==> src/rtl/rob_commit.sv <==
// rob_commit: in-order retirement at the ROB head; owns head pointer and occupancy.
// Retires results to the register file, drains stores over req/ack and halts on ecall.
module rob_commit #(
    parameter int unsigned ROB_SIZE  = 16,
    parameter int unsigned DATA_SIZE = 32,
    parameter int unsigned REG_BITS  = 5,
    localparam int unsigned ROB_TAGW = $clog2(ROB_SIZE + 1)
) (
    input  logic                 clk,
    input  logic                 reset,
    input  logic                 alloc_valid,
    input  logic                 head_ready,
    input  logic [REG_BITS-1:0]  head_rd,
    input  logic [DATA_SIZE-1:0] head_value,
    input  logic [DATA_SIZE-1:0] head_addr,
    input  logic                 head_store,
    input  logic [1:0]           head_size,
    input  logic                 head_ecall,
    input  logic                 head_nowb,
    input  logic [ROB_TAGW-1:0]  mt_tag_rd,
    input  logic                 st_ack,
    output logic [ROB_TAGW-1:0]  rob_head,
    output logic [ROB_TAGW-1:0]  rob_tail,
    output logic [ROB_TAGW-1:0]  rob_count,
    output logic                 rob_full,
    output logic                 rob_empty,
    output logic                 retire_valid,
    output logic [ROB_TAGW-1:0]  retire_tag,
    output logic                 rf_we,
    output logic [REG_BITS-1:0]  rf_waddr,
    output logic [DATA_SIZE-1:0] rf_wdata,
    output logic                 mt_clear,
    output logic                 st_req,
    output logic [DATA_SIZE-1:0] st_addr,
    output logic [DATA_SIZE-1:0] st_data,
    output logic [1:0]           st_size,
    output logic                 halted,
    output logic                 overflow_err
);

    typedef enum logic [1:0] {StRun, StStWait, StHalt} state_e;

    localparam logic [ROB_TAGW-1:0] TagFirst = ROB_TAGW'(1);
    localparam logic [ROB_TAGW-1:0] TagLast  = ROB_TAGW'(ROB_SIZE);

    state_e                 state_q, state_d;
    logic [ROB_TAGW-1:0]    head_q, head_d;
    logic [ROB_TAGW-1:0]    tail_q, tail_d;
    logic [ROB_TAGW-1:0]    count_q, count_d;
    logic                   st_req_q, st_req_d;
    logic [DATA_SIZE-1:0]   st_addr_q, st_addr_d;
    logic [DATA_SIZE-1:0]   st_data_q, st_data_d;
    logic [1:0]             st_size_q, st_size_d;
    logic                   halted_q, halted_d;
    logic                   overflow_q, overflow_d;
    logic                   retire;
    logic                   wb_en;
    logic                   alloc_acc;

    // Tags are 1-based, so the pointer wraps from ROB_SIZE back to 1.
    function automatic logic [ROB_TAGW-1:0] tag_inc(input logic [ROB_TAGW-1:0] t);
        return (t == TagLast) ? TagFirst : t + ROB_TAGW'(1);
    endfunction

    assign rob_empty = (count_q == '0);
    assign rob_full  = (count_q == TagLast);

    always_comb begin
        state_d    = state_q;
        head_d     = head_q;
        tail_d     = tail_q;
        count_d    = count_q;
        st_req_d   = st_req_q;
        st_addr_d  = st_addr_q;
        st_data_d  = st_data_q;
        st_size_d  = st_size_q;
        halted_d   = halted_q;
        overflow_d = overflow_q;
        retire     = 1'b0;
        wb_en      = 1'b0;

        case (state_q)
            StRun: begin
                if (!reset && !rob_empty && head_ready) begin
                    if (head_store) begin
                        st_req_d  = 1'b1;
                        st_addr_d = head_addr;
                        st_data_d = head_value;
                        st_size_d = head_size;
                        state_d   = StStWait;
                    end else if (head_ecall) begin
                        retire   = 1'b1;
                        halted_d = 1'b1;
                        state_d  = StHalt;
                    end else begin
                        retire = 1'b1;
                        wb_en  = !head_nowb && (head_rd != '0);
                    end
                end
            end
            StStWait: begin
                if (!reset && st_ack) begin
                    retire   = 1'b1;
                    st_req_d = 1'b0;
                    state_d  = StRun;
                end
            end
            StHalt: begin
            end
            default: state_d = StRun;
        endcase

        // A retire frees a slot in the same cycle, so alloc is legal even when full.
        alloc_acc = alloc_valid && (!rob_full || retire);
        if (alloc_valid && rob_full && !retire) begin
            overflow_d = 1'b1;
        end
        if (retire) begin
            head_d = tag_inc(head_q);
        end
        if (alloc_acc) begin
            tail_d = tag_inc(tail_q);
        end
        case ({alloc_acc, retire})
            2'b10:   count_d = count_q + ROB_TAGW'(1);
            2'b01:   count_d = count_q - ROB_TAGW'(1);
            default: count_d = count_q;
        endcase
    end

    always_ff @(posedge clk) begin
        if (reset) begin
            state_q    <= StRun;
            head_q     <= TagFirst;
            tail_q     <= TagFirst;
            count_q    <= '0;
            st_req_q   <= 1'b0;
            st_addr_q  <= '0;
            st_data_q  <= '0;
            st_size_q  <= '0;
            halted_q   <= 1'b0;
            overflow_q <= 1'b0;
        end else begin
            state_q    <= state_d;
            head_q     <= head_d;
            tail_q     <= tail_d;
            count_q    <= count_d;
            st_req_q   <= st_req_d;
            st_addr_q  <= st_addr_d;
            st_data_q  <= st_data_d;
            st_size_q  <= st_size_d;
            halted_q   <= halted_d;
            overflow_q <= overflow_d;
        end
    end

    assign rob_head     = head_q;
    assign rob_tail     = tail_q;
    assign rob_count    = count_q;
    assign retire_valid = retire;
    assign retire_tag   = retire ? head_q : '0;
    assign rf_we        = wb_en;
    assign rf_waddr     = wb_en ? head_rd : '0;
    assign rf_wdata     = wb_en ? head_value : '0;
    // A newer in-flight writer of the same register keeps its mapping.
    assign mt_clear     = wb_en && (mt_tag_rd == head_q);
    assign st_req       = st_req_q;
    assign st_addr      = st_addr_q;
    assign st_data      = st_data_q;
    assign st_size      = st_size_q;
    assign halted       = halted_q;
    assign overflow_err = overflow_q;

endmodule

==> config.mk <==
export PLATFORM = sky130hd
export DESIGN_NAME = rob_commit
export DESIGN_NICKNAME = d
export VERILOG_FILES = /design/src/rtl/rob_commit.sv
export SDC_FILE = /design/constraint.sdc
export NUM_CORES = 1
export LEC_CHECK = 0
export BUFFER_PORTS_ARGS = -buffer_cell sky130_fd_sc_hd__buf_2
export CAP_MARGIN = 20
export CORE_ASPECT_RATIO = 0.5
export CORE_MARGIN = 2
export CORE_UTILIZATION = 48
export CTS_CLUSTER_DIAMETER = 30
export CTS_CLUSTER_SIZE = 24
export DETAILED_ROUTE_END_ITERATION = 8
export GPL_TIMING_DRIVEN = 0
export PLACE_DENSITY = 0.84
export RECOVER_POWER = 50
export SLEW_MARGIN = 20
export SYNTH_ARGS = -nofsm -noshare
export SYNTH_HDL_FRONTEND = slang
export SYNTH_SLANG_ARGS = --single-unit
==> constraint.sdc <==
create_clock -name clk -period 5.6 [get_ports clk]
set_input_delay 1.68 -clock clk [delete_from_list [all_inputs] [get_ports clk]]
set_output_delay 1.68 -clock clk [all_outputs]
set_load 0.03 [all_outputs]
After elaboration in Yosys (flattened, before gate mapping). Index checks and enable logic that the tools add are counted. Widths: inputs -> output; s select.

Flip-flop bits (word level): 86. Input bits: 84. Output and inout bits: 131. Logic and storage cells: 74.

Add/subtract/negate cells: 4. Equal/unequal tests: 12. Mux-type cells: 23. Bitwise logic cells: 2. Reduce and logical (&&, ||, !) cells: 23.

Operators with widths (number): $mux 32 (1); $mux 5 (4); $add 5x1->5 const B (3); $eq 5x5->1 const B (3); $reduce_and 4->1 (3); $mux 1 (10); $pmux 5 s2 (1); $logic_and 1x1->1 (8); $mux 2 (4); $ne 2x2->1 const B (3); $pmux 2 s3 (1); $eq 5x5->1 (1); $logic_not 1->1 (5); $logic_not 5->1 (1); $reduce_bool 5->1 (1); $sub 5x1->5 const B (1); $eq 2x1->1 const B (2); $eq 2x2->1 const B (2); $pmux 1 s2 (2); $reduce_bool 2->1 (2); $ne 3x3->1 const B (1); $reduce_and 3->1 (1); $logic_not 2->1 (1); $not 1->1 (2); $logic_or 1x1->1 (1).

Depth between registers and ports, before layout. Gate-level depths: netlist of run 1.

Word-level depth: 10. Gate-level depth with buffers: 11. Mapped depth without buffers: 10.

Worst setup path before layout of run 1. No wires, ideal clock.

Path type: input port to output port. Start point: input port head_store. End point: output port rf_wdata[22]. Arrival: 3.197 ns. Required time: 3.920 ns. Setup slack: 0.723 ns. Cell stages on the path: 5. Buffers on the path: 1. Cells stage by stage: nor3_1 o211ai_1 nor2_1 clkbuf_1 and2_1.

Word-level cells in the longest chain between the ends: 4.

RTL lines: from (decl) (line 16) `input logic head_store,`; $mux 1 (line 85) `if (head_store) begin`; $mux 1 (line 84) `if (!reset && !rob_empty && head_ready) begin`; $mux 1 (line 82) `case (state_q)`; via rf_we (line 29) `output logic rf_we,`; $mux 32 (line 164) `assign rf_wdata = wb_en ? head_value : '0;`; to (decl) (line 31) `output logic [DATA_SIZE-1:0] rf_wdata,`.

The timed path passes the listed nets, and every way through them passes these cells.

Worst setup path after layout of run 1.
Start point: input port reset. End point: output port rf_wdata[21].

Word-level cells in the longest chain between the ends: 6.

RTL lines: from (decl) (line 10) `input logic reset,`; $logic_not 1->1 (line 84); $logic_and 1x1->1 (2 in a row) (line 84); $mux 1 (line 84); $mux 1 (line 82); $mux 32 (line 164).

Every way passes these cells.

==> results of run 1 <==
final cells by class:
class | instances | area [µm²] | area share [%]
Clock inverter | 4 | 22.52 | 0.4368
Buffer | 31 | 152.6 | 2.960
Timing Repair Buffer | 214 | 962.2 | 18.66
Tap cell | 108 | 135.1 | 2.621
Clock buffer | 11 | 252.7 | 4.902
Sequential cell | 86 | 1722 | 33.39
Multi-Input combinational cell | 351 | 1868 | 36.23
Inverter | 11 | 41.29 | 0.8008
registers in the layout (all words and copies together), names as in the netlist:
name,cells
rob_count,5
rob_tail,5
st_size,2
st_data,32
overflow_err,1
rob_head,5
halted,1
state_q,2
st_addr,32
st_req,1
layout by cell type, fill, tap and decap left out, drive strengths merged, types with 4 or more instances in the layout:
cell	count
ha	6
clkinv	4
o21ai	7
nand2	137
nor3	6
buf	135
dfxtp	86
nor2b	5
o2111ai	4
clkbuf	121
a31oi	4
a21oi	76
xor2	6
and2	40
inv	10
nor2	18
routing by layer:
layer,routed length (µm),track usage [%],vias up,part of all wire (%)
met4,179,8.199,0,1.6
met1,4883,30.21,1876,43
met3,575,6.667,19,5.1
met2,5623,44.63,123,50
met5,0,0,-,0
li1,-,-,2052,-
worst min-delay path by stage:
| stage | start | to | slack [ns] | cells past startpoint |
|---|---|---|---|---|
| 3_3_place_gp | st_addr[17] | st_addr[17] | 0.44 | 2 |
| 2_1_floorplan | state_q[1] | state_q[1] | 0.55 | 2 |
| 6_report | st_data[6] | st_data[6] | 0.45 | 2 |
| 5_1_grt | st_addr[2] | st_addr[2] | 0.47 | 2 |
| 3_5_place_dp | st_data[0] | st_data[0] | 0.44 | 2 |
| 4_1_cts | st_data[0] | st_data[0] | 0.45 | 2 |
power by group through the flow:
| stage | logic (mW) | clock network [mW] | registers (mW) |
|---|---|---|---|
| 2_1_floorplan | 0.111 | 0 | 0.717 |
| 4_1_cts | 0.253 | 0.559 | 0.657 |
| 6_report | 0.244 | 0.550 | 0.658 |
| 3_5_place_dp | 0.251 | 0 | 0.670 |
| 5_1_grt | 0.265 | 0.587 | 0.661 |
| 3_3_place_gp | 0.245 | 0 | 0.669 |
tightest hold or removal path, cell delays in order, from the launching register on:
cell and delay, ns:
sky130_fd_sc_hd__dfxtp_1 0.31, sky130_fd_sc_hd__nand2_1 0.05, sky130_fd_sc_hd__a21oi_1 0.05
through the flow:
step | area [µm²] | utilization (%) | hold WS [ns] | worst slack [ns]
final | 5156 | 68.61 | 0.4520 | 0.2898
after global routing | 5156 | 68.61 | 0.4696 | 0.1302
after CTS | 5291 | 70.41 | 0.4515 | 0.1553
after detailed placement | 5011 | 66.68 | 0.4436 | -0.03623
after global placement | 5011 | 66.68 | 0.4391 | 0.04115
after floorplan | 3805 | - | 0.5453 | 0.7234
cell families after synthesis:
kind of cell | share of synthesized area, %
DFF | 45.25
adders and majority gates | 1.973
AOI/OAI and AO/OA | 17.59
buffers and inverters | 5.130
xor gates and xnor gates | 2.072
and+or+nand+nor | 26.73
muxes | 1.249
==> results.txt, run 1 <==
----------------------------------------------------
[Run status]
  Run status ... completed

[Worst setup path]
  Critical path depth in cells ... 8
  Worst endpoint required time ... approximately 3.9 ns
  Type of element launching the critical path ... input port
  Buf/Inv on CP ... 4
  Startpoint-to-endpoint class of the critical path ... input port to output pin
  Critical path destination ... rf_wdata[21]
  Slowest Stage Delay on Critical Path ... around 0.31 ns
  Reg2Reg Depth ... 10
  Data arrival time of the critical path ... 3.63 ns
  Crit-path most repeated cell ... sky130_fd_sc_hd__clkbuf_1
  Worst R2R Start ... rob_count[0]
  R2r setup slk ... around 2.2 ns
  Chain of cells forming the critical path ... clkbuf_1 > nor2b_1 > o21ai_0 > nor2_1 > clkbuf_2 > clkbuf_1 > and2_1 > buf_2
  FF-to-FF End ... rob_count[4]
  Critical path peak fanout ... 10
  Worst setup path startpoint ... reset
  Cell family contributing the most delay on the critical path ... buffers and inverters
  Kind of capture point of the worst setup path ... output pin
  Cell type of the slowest stage on the worst timing path ... sky130_fd_sc_hd__clkbuf_1

[Timing]
  Number of setup violations in the final report ... 0
  Worst clock skew ... approximately 0.007 ns
  Post-route clock period utilization ... a little over nine tenths
  Slew @ Worst Pin ... approximately 0.62 ns
  Unrepaired setup endpoints after global routing ... false
  Hold Fails Final Rpt ... 0
  Highest Clock Rate ... 0.1883 GHz
  Post-layout minimum cycle time ... 5.310 ns
  TNS Setup ... 0 ns
  Worst slew slack as a fraction of its limit ... between 50% and 60%
  Number of max-slew violations in the final report ... 0

[Drt]
  Residual DRC count ... 0
  Routed WL per cell ... ~14 µm
  Count of TritonRoute iterations in the first routing pass ... 4
  Antenna viol nets, final ... 0
  Routed Wire Length ... roughly 11000 µm
  First-iteration detailed-routing DRC count ... around 210
  DR vias/cell ... between 4 and 5
  Routed via count ... around 4000

[Synthesis]
  Top FF cell, synth ... sky130_fd_sc_hd__dfxtp_1
  Area of the mapped netlist ... approximately 0.0038 mm²
  Net Count, Synth ... between 500 and 600
  Top cell type's share of synthesized area ... 45.25%
  Portion of the post-synthesis area used by sequential elements ... 45.25%
  Mapped Cells ... 479
  Leading cell type by number of instances after synthesis ... sky130_fd_sc_hd__nand2_1
  Mean Syn Cell Area ... 7.943 µm²
  Number of register bits inferred by synthesis ... 86
  Unique masters post-synth ... 50
  Yosys Warn Count ... 0
  Share of synthesized registers carrying an async set or reset ... 0%
  Top cells by count, synth ... sky130_fd_sc_hd__nand2_1 (137), sky130_fd_sc_hd__dfxtp_1 (86), sky130_fd_sc_hd__a21oi_1 (76)
  Number of enable flip-flop cells after synthesis ... 0
  Yosys top cell by area ... sky130_fd_sc_hd__dfxtp_1
  Leading post-synthesis cells by cell area ... sky130_fd_sc_hd__dfxtp_1 (45%), sky130_fd_sc_hd__nand2_1 (14%), sky130_fd_sc_hd__a21oi_1 (10%), sky130_fd_sc_hd__and2_1 (6.6%), sky130_fd_sc_hd__clkbuf_1 (2.1%)

[Global route]
  Initial antenna violation count ... 0
  Wire length of the first global-routing pass ... roughly 17000 µm
  Global routing usage summed across all routing layers ... around a quarter
  Number of global-route vias before repair ... roughly 3600
  Leftover overflow at the end of global routing ... 0
  Largest net degree at the start of global routing ... 14

[Pwr]
  Combinational power share ... 16.8%
  Power, Total ... 1.452 mW
  Areal power density over the cells ... approximately 280 mW/mm²
  Clock power frac ... 37.9%
  Total leakage power ... roughly 2.2 nW
  Share of total power in sequential cells ... a little under half
  Worst IR Drop VDD ... roughly 0.18 mV
  Power Internal ... a little over 1 mW
  Net switching power ... between 400 and 500 µW
  Fraction of power spent switching nets ... 28.57%

[Clock tree]
  H-tree lvl count ... 3
  Number of buffers inserted for hold repair after clock tree synthesis ... 0
  Root buf cell ... sky130_fd_sc_hd__clkbuf_16
  Resized Gates After CTS ... 1
  Clock Latency Late Sink ... around 0.34 ns
  Number of setup buffers added after CTS ... 0
  Clock-pin slew on the worst setup and hold paths ... 0.06 ns
  Clock tree from TritonCTS ... yes
  Number of buffers added by the clock tree synthesis step ... 9
  Maximum buffer depth of the clock tree ... 2
  Number of sinks on the clock net ... 86

[Place]
  HPWL reported at the end of detailed placement ... a little under 9000 µm
  DP Cell Count ... ~800
  Final weighted congestion in routability-driven placement ... slightly below 0.9
  Count of buffers inserted at the top-level ports ... approximately 210

[Die]
  Row count ... 22
  Initial standard-cell utilization of the core ... 50.63%
  Placeable core region ... around 0.0075 mm²
  Die area ... slightly below 0.009 mm²
  Height of the chip ... roughly 67 µm
  Boundary pin count ... 215
  Die width ... 129.9 µm

[Final layout]
  Share of post-route cells with drive strength above 1 ... between 20% and 30%
  Final cell count without fillers ... 816
  Growth of design area from synthesis to finish ... 35.51%
  Number of filler instances in the final layout ... slightly above 700
  Diodes inserted ... 0
  Final layout net count ... between 700 and 800

[Worst hold path]
  Hold WC Path Type ... flip-flop to flip-flop

[Flow run]
  Max capacitance violation total ... 0

----------------------------------------------------
Power figures use the tool's default switching activity.
==> run 2, diff against run 1 <==
--- a/config.mk
+++ b/config.mk
@@ -13,10 +13,10 @@
 export CTS_CLUSTER_DIAMETER = 30
 export CTS_CLUSTER_SIZE = 24
 export DETAILED_ROUTE_END_ITERATION = 8
-export GPL_TIMING_DRIVEN = 0
 export PLACE_DENSITY = 0.84
 export RECOVER_POWER = 50
 export SLEW_MARGIN = 20
 export SYNTH_ARGS = -nofsm -noshare
 export SYNTH_HDL_FRONTEND = slang
 export SYNTH_SLANG_ARGS = --single-unit
+export TNS_END_PERCENT = 5
==> run 2 against run 1 <==
Utilization shrank 1.0 points. First-iteration DRC count increased by 1.9%. Worst setup slack improved by 0.017 ns. Non-clock buffer count down 25. Clock power rose by 3.8%. Largest cell class unchanged. Highest routed layer unchanged. Sequential power barely moved. Largest power group unchanged. Clock skew is 0.00090 ns higher. Sequential cell count unchanged. Design area decreased by 1.5%. Sequential share of layout area increased by 0.50 points.
==> results.txt, run 2 (synthesized netlist as in run 1, its figures left out) <==
----------------------------------------------------
[Die]
  Placeable core region ... 0.007515 mm² (unchanged)
  Row count ... 22 (unchanged)
  Boundary pin count ... 215 (unchanged)
  Height of the chip ... 66.96 µm (unchanged)
  Initial standard-cell utilization of the core ... 50.63% (unchanged)
  Die area ... 0.008698 mm² (unchanged)
  Die width ... 129.9 µm (unchanged)

[Timing]
  Number of max-slew violations in the final report ... 0 (unchanged)
  Slew @ Worst Pin ... 0.9448 ns (+0.3206 ns)
  Final setup margin ... 0.3068 ns (+0.01693 ns)
  Worst slew slack as a fraction of its limit ... 37.01% (-21 points)
  Worst clock skew ... 0.007815 ns (+0.0009027 ns)
  Number of setup violations in the final report ... 0 (unchanged)
  Unrepaired setup endpoints after global routing ... false
  Post-route clock period utilization ... 94.52% (-0.30 points)
  TNS Setup ... 0 ns (unchanged)
  Post-layout minimum cycle time ... 5.293 ns (-0.01693 ns)
  Hold Fails Final Rpt ... 0 (unchanged)
  Highest Clock Rate ... 0.1889 GHz (+0.32%)

[Final layout]
  Growth of design area from synthesis to finish ... 33.51%
  Most frequent cells in the layout ... sky130_fd_sc_hd__nand2_1 (137), sky130_fd_sc_hd__buf_2 (127), sky130_fd_sc_hd__clkbuf_1 (88)
  Share of post-route cells with drive strength above 1 ... 22.84% (+0.52 points)
  Most common cell after layout, fill and taps aside ... sky130_fd_sc_hd__nand2_1
  Post-route cell area ... 0.005080 mm² (-1.5%)
  Final layout net count ... 769 (-3.1%)
  Diodes inserted ... 0 (unchanged)

[Drt]
  Antenna viol nets, final ... 0 (unchanged)
  First-iteration detailed-routing DRC count ... 210 (+1.9%)
  Residual DRC count ... 0 (unchanged)
  Count of TritonRoute iterations in the first routing pass ... 5 (+1)
  Routed WL per cell ... 13.17 µm (-4.6%)
  DR vias/cell ... 4.941 (-0.95%)
  Routed Wire Length ... 10420 µm (-7.5%)
  Routed via count ... 3908 (-4.0%)

[Clock tree]
  Clock-pin slew on the worst setup and hold paths ... 0.06 ns (about the same)
  Resized Gates After CTS ... 0 (-1)
  Number of buffers inserted for hold repair after clock tree synthesis ... 0 (unchanged)
  Maximum buffer depth of the clock tree ... 2 (unchanged)
  Number of setup buffers added after CTS ... 0 (unchanged)
  H-tree lvl count ... 3 (unchanged)
  Number of buffers added by the clock tree synthesis step ... 9 (unchanged)
  Root buf cell ... sky130_fd_sc_hd__clkbuf_16
  Clock Latency Late Sink ... 0.33 ns (about the same)
  Number of sinks on the clock net ... 86 (unchanged)
  Clock tree from TritonCTS ... yes

[Place]
  Pre-CTS setup slack ... 0.09642 ns (+0.1326 ns)
  Placed cell areas ... 0.004912 mm² (-2.0%)
  Final weighted congestion in routability-driven placement ... 0.8540 (-2.4%)
  Count of buffers inserted at the top-level ports ... 214 (unchanged)
  HPWL reported at the end of detailed placement ... 7732 µm (-11%)

[Global route]
  Number of global-route vias before repair ... 3372 (-7.1%)
  Initial antenna violation count ... 0 (unchanged)
  Global routing usage summed across all routing layers ... 22.74% (-2.5 points)
  Largest net degree at the start of global routing ... 88 (+74)
  Leftover overflow at the end of global routing ... 0 (unchanged)
  Wire length of the first global-routing pass ... 15540 µm (-8.9%)

[Worst setup path]
  Cell type of the slowest stage on the worst timing path ... sky130_fd_sc_hd__buf_4
  FF-to-FF End ... rob_count[4]
  Kind of capture point of the worst setup path ... output pin
  R2r setup slk ... 2.17 ns (about the same)
  Data arrival time of the critical path ... 3.61 ns (-0.02 ns)
  Slowest Stage Delay on Critical Path ... 0.66 ns (+0.35 ns)
  Critical path peak fanout ... 87 (+77)
  Worst endpoint required time ... 3.92 ns (about the same)
  Type of element launching the critical path ... input port
  Reg2Reg Depth ... 10 (unchanged)
  Worst R2R Start ... rob_count[0]
  Startpoint-to-endpoint class of the critical path ... input port to output pin
  Chain of cells forming the critical path ... clkbuf_1 > buf_4 > inv_1 > nand4b_1 > nand2_1 > and2_1 > buf_2

[Pwr]
  Total leakage power ... 2.156 nW (-1.6%)
  Areal power density over the cells ... 287.6 mW/mm² (+2.1%)
  Worst IR Drop VDD ... 0.1545 mV (-12%)

[Worst hold path]
  Cell count of the worst hold path ... 2 (unchanged)
  Hold WC Path Type ... flip-flop to flip-flop
  Min-Delay Startpoint ... st_data[6]
  Endpoint of the worst hold-timing path ... st_data[6]

[Flow run]
  Max capacitance violation total ... 0 (unchanged)

[Run status]
  Run status ... completed

----------------------------------------------------
[run 2: final cells by class]
| class | count | area, µm² |
|---|---|---|
| fill | 738 | 2435 |
| multi-input combinational | 351 | 1883 |
| sequential | 86 | 1722 |
| timing repair buffer | 220 | 1003 |
| clock buffer | 13 | 280.3 |
| tap | 108 | 135.1 |
| inverter | 11 | 41.29 |
| clock inverter | 2 | 15.01 |
[run 2: worst max-delay path, delay by kind of cell]
kind	cells	cell delay, ns
simple gates	3	0.69
buf+inv	4	1.20
[run 2: metrics by stage]
step           util (%)  hold slack (ns)  instances  power (mW)
2_1_floorplan         -           0.5453        479      0.8277
3_3_place_gp      65.37           0.4387        776      0.9066
3_5_place_dp      65.37           0.4431        776      0.9112
6_report          67.60           0.4504        791       1.461
5_1_grt           67.60           0.4639        791       1.521
4_1_cts           69.30           0.4515        791       1.483
[run 2: routing by layer]
metal / GRT usage (%) / wire [µm]
met5: 0 / 0
met4: 7.796 / 177
met3: 5.944 / 557
met2: 43.85 / 5535
met1: 24.34 / 4145
[run 2: power by group]
part	total [mW]	internal, mW	switching (mW)
logic	0.230	0.0749	0.155
clock network	0.571	0.346	0.225
registers	0.660	0.637	0.0227
total	1.46	1.06	0.402
[run 2: worst max-delay path by stage]
stage	depth (start not counted)	from	to	slack, ns
finish	7	reset	retire_tag[3]	0.31
global route	7	reset	retire_tag[3]	0.12
CTS	6	reset	mt_clear	0.09
detailed placement	6	reset	mt_clear	0.1
global placement	6	reset	mt_clear	0.21
floorplan	5	head_store	rf_wdata[22]	0.72
==> run 3, diff against run 2 <==
--- a/config.mk
+++ b/config.mk
@@ -8,12 +8,11 @@
 export BUFFER_PORTS_ARGS = -buffer_cell sky130_fd_sc_hd__buf_2
 export CAP_MARGIN = 20
 export CORE_ASPECT_RATIO = 0.5
-export CORE_MARGIN = 2
-export CORE_UTILIZATION = 48
+export CORE_UTILIZATION = 44
 export CTS_CLUSTER_DIAMETER = 30
 export CTS_CLUSTER_SIZE = 24
 export DETAILED_ROUTE_END_ITERATION = 8
-export PLACE_DENSITY = 0.84
+export PLACE_DENSITY = 0.78
 export RECOVER_POWER = 50
 export SLEW_MARGIN = 20
 export SYNTH_ARGS = -nofsm -noshare
==> constraint.sdc (replaced) <==
create_clock -name clk -period 6 [get_ports clk]
set_input_delay 1.8 -clock clk [delete_from_list [all_inputs] [get_ports clk]]
set_output_delay 1.8 -clock clk [all_outputs]
set_load 0.03 [all_outputs]
==> run 3 against run 2 <==
Wire length grew 1.4%. Die area increased by 4.0%. First-iteration DRC count is 10% higher. Hold slack improved by 0.0018 ns. Sequential cell count unchanged. Sequential power decreased by 6.7%. Critical endpoint is now retire_tag[2]. Largest cell class unchanged.
==> results.txt, run 3 (synthesized netlist as in run 1, its figures left out) <==
----------------------------------------------------
[Clock tree]
  Clock Latency Late Sink ... 0.33 ns (about the same)
  Maximum buffer depth of the clock tree ... 2 (unchanged)
  Number of buffers added by the clock tree synthesis step ... 9 (unchanged)
  Number of setup buffers added after CTS ... 0 (unchanged)
  Clock tree from TritonCTS ... yes
  Root buf cell ... sky130_fd_sc_hd__clkbuf_16
  Clock-pin slew on the worst setup and hold paths ... 0.06 ns (about the same)
  H-tree lvl count ... 3 (unchanged)
  Number of buffers inserted for hold repair after clock tree synthesis ... 0 (unchanged)
  Number of sinks on the clock net ... 86 (unchanged)
  Resized Gates After CTS ... 0 (unchanged)

[Timing]
  TNS Setup ... 0 ns (unchanged)
  Highest Clock Rate ... around 0.18 GHz
  Hold Fails Final Rpt ... 0 (unchanged)
  Post-layout minimum cycle time ... approximately 5.6 ns
  Worst slew slack as a fraction of its limit ... 40.53% (+3.5 points)
  Number of setup violations in the final report ... 0 (unchanged)
  Unrepaired setup endpoints after global routing ... false
  Worst clock skew ... 0.006156 ns (-0.001658 ns)
  Post-route clock period utilization ... 93.22%
  Number of max-slew violations in the final report ... 0 (unchanged)
  Slew @ Worst Pin ... 0.8920 ns (-0.05277 ns)

[Pwr]
  Clock power frac ... 42.4% (+3.3 points)
  Net switching power ... 374.7 µW (-6.9%)
  Combinational power share ... 15.0% (-0.7 points)
  Worst IR Drop VDD ... 0.1422 mV (-8.0%)
  Power Internal ... 1.072 mW (+1.2%)
  Areal power density over the cells ... 281.7 mW/mm² (-2.0%)
  Fraction of power spent switching nets ... 25.91% (-1.6 points)
  Power, Total ... 1.446 mW (-1.0%)
  Total leakage power ... 2.177 nW (+0.97%)
  Share of total power in sequential cells ... 42.6% (-2.6 points)

[Worst hold path]
  Hold WC Path Type ... flip-flop to flip-flop

[Drt]
  Routed WL per cell ... 13.29 µm (+0.93%)
  Residual DRC count ... 0 (unchanged)
  First-iteration detailed-routing DRC count ... 231 (+10%)
  DR vias/cell ... 4.913 (-0.55%)
  Routed Wire Length ... 10570 µm (+1.4%)
  Antenna viol nets, final ... 0 (unchanged)
  Count of TritonRoute iterations in the first routing pass ... 4 (-1)
  Routed via count ... 3906 (-0.051%)

[Place]
  Final weighted congestion in routability-driven placement ... 0.8780 (+2.8%)
  HPWL reported at the end of detailed placement ... 7363 µm (-4.8%)
  Count of buffers inserted at the top-level ports ... 214 (unchanged)

[Run status]
  Run status ... completed

[Final layout]
  Diodes inserted ... 0 (unchanged)
  Most common cell after layout, fill and taps aside ... sky130_fd_sc_hd__nand2_1
  Final Core Density ... 62.59% (-5.0 points)
  Share of post-route cells with drive strength above 1 ... 22.69% (-0.15 points)
  Growth of design area from synthesis to finish ... 34.92%
  Final layout net count ... 768 (-0.13%)
  Most frequent cells in the layout ... sky130_fd_sc_hd__nand2_1 (137), sky130_fd_sc_hd__buf_2 (127), sky130_fd_sc_hd__clkbuf_1 (91)
  Number of filler instances in the final layout ... 821 (+11%)

[Worst setup path]
  Kind of capture point of the worst setup path ... output pin
  Cell type of the slowest stage on the worst timing path ... sky130_fd_sc_hd__buf_4
  Buf/Inv on CP ... 4 (unchanged)
  Cell family contributing the most delay on the critical path ... buffers and inverters
  Chain of cells forming the critical path ... clkbuf_1 > buf_4 > inv_1 > nand4b_1 > nand2_1 > and2_1 > buf_2
  Slowest Stage Delay on Critical Path ... 0.70 ns (+0.04 ns)
  Startpoint-to-endpoint class of the critical path ... input port to output pin
  Critical path peak fanout ... 87 (unchanged)
  Data arrival time of the critical path ... 3.79 ns (+0.18 ns)
  Worst endpoint required time ... 4.20 ns (+0.28 ns)
  Type of element launching the critical path ... input port

[Die]
  Height of the chip ... 67.76 µm (+1.2%)
  Die area ... 0.009046 mm² (+4.0%)
  Die width ... 133.5 µm (+2.8%)
  Placeable core region ... 0.008202 mm² (+9.1%)
  Boundary pin count ... 215 (unchanged)
  Initial standard-cell utilization of the core ... 46.39% (-4.2 points)
  Row count ... 23 (+4.5%)

[Global route]
  Leftover overflow at the end of global routing ... 0 (unchanged)
  Number of global-route vias before repair ... 3283 (-2.6%)
  Wire length of the first global-routing pass ... 16040 µm (+3.2%)
  Largest net degree at the start of global routing ... 88 (unchanged)
  Global routing usage summed across all routing layers ... 22.55% (-0.19 points)
  Initial antenna violation count ... 0 (unchanged)

[Flow run]
  Max capacitance violation total ... 0 (unchanged)

----------------------------------------------------
[run 3: routing by layer]
metal / routed length, µm / GRT usage (%)
met1: 4394 / 25.64
met5: 0 / 0
met4: 173 / 8.097
met2: 5495 / 41.15
met3: 503 / 6.682
[run 3: path summary, 6_finish.rpt]
check | startpoint | end | slack (ns) | depth (start not counted)
min reg2reg | st_addr[19] | st_addr[19] | 0.45 | 2
max | reset | retire_tag[2] | 0.41 | 7
min | st_addr[19] | st_addr[19] | 0.45 | 2
max reg2reg | rob_count[0] | rob_count[4] | 2.95 | 10
[run 3: power by group through the flow]
stage	logic (mW)	registers [mW]	clock network, mW
floorplan	0.104	0.669	0
global placement	0.220	0.626	0
detailed placement	0.223	0.628	0
CTS	0.224	0.615	0.630
global route	0.237	0.620	0.651
finish	0.217	0.616	0.613
[run 3: layout make-up]
class / instances / area [µm²] / share of cell area, %
well taps: 112 / 140.1 / 2.730
flip-flops and latches: 86 / 1722 / 33.54
inverters: 11 / 41.29 / 0.8043
clock inverters: 4 / 95.09 / 1.852
clock buffers: 12 / 236.5 / 4.606
multi-input cells: 351 / 1903 / 37.07
repair buffers: 219 / 996.0 / 19.40
[run 3: worst min-delay path: stages, from the launching register on]
cell                      delay (ns)
sky130_fd_sc_hd__dfxtp_1        0.30
sky130_fd_sc_hd__nand2_1        0.05
sky130_fd_sc_hd__a21oi_1        0.05
[run 3: per-stage QoR]
stage	instances	setup slack (ns)	hold WS, ns	instance area [µm²]
2_1_floorplan	479	0.8834	0.5453	3805
3_3_place_gp	779	0.4008	0.4388	4910
3_5_place_dp	779	0.2921	0.4430	4910
4_1_cts	795	0.2922	0.4509	5241
5_1_grt	795	0.2090	0.4685	5134
6_report	795	0.4066	0.4522	5134
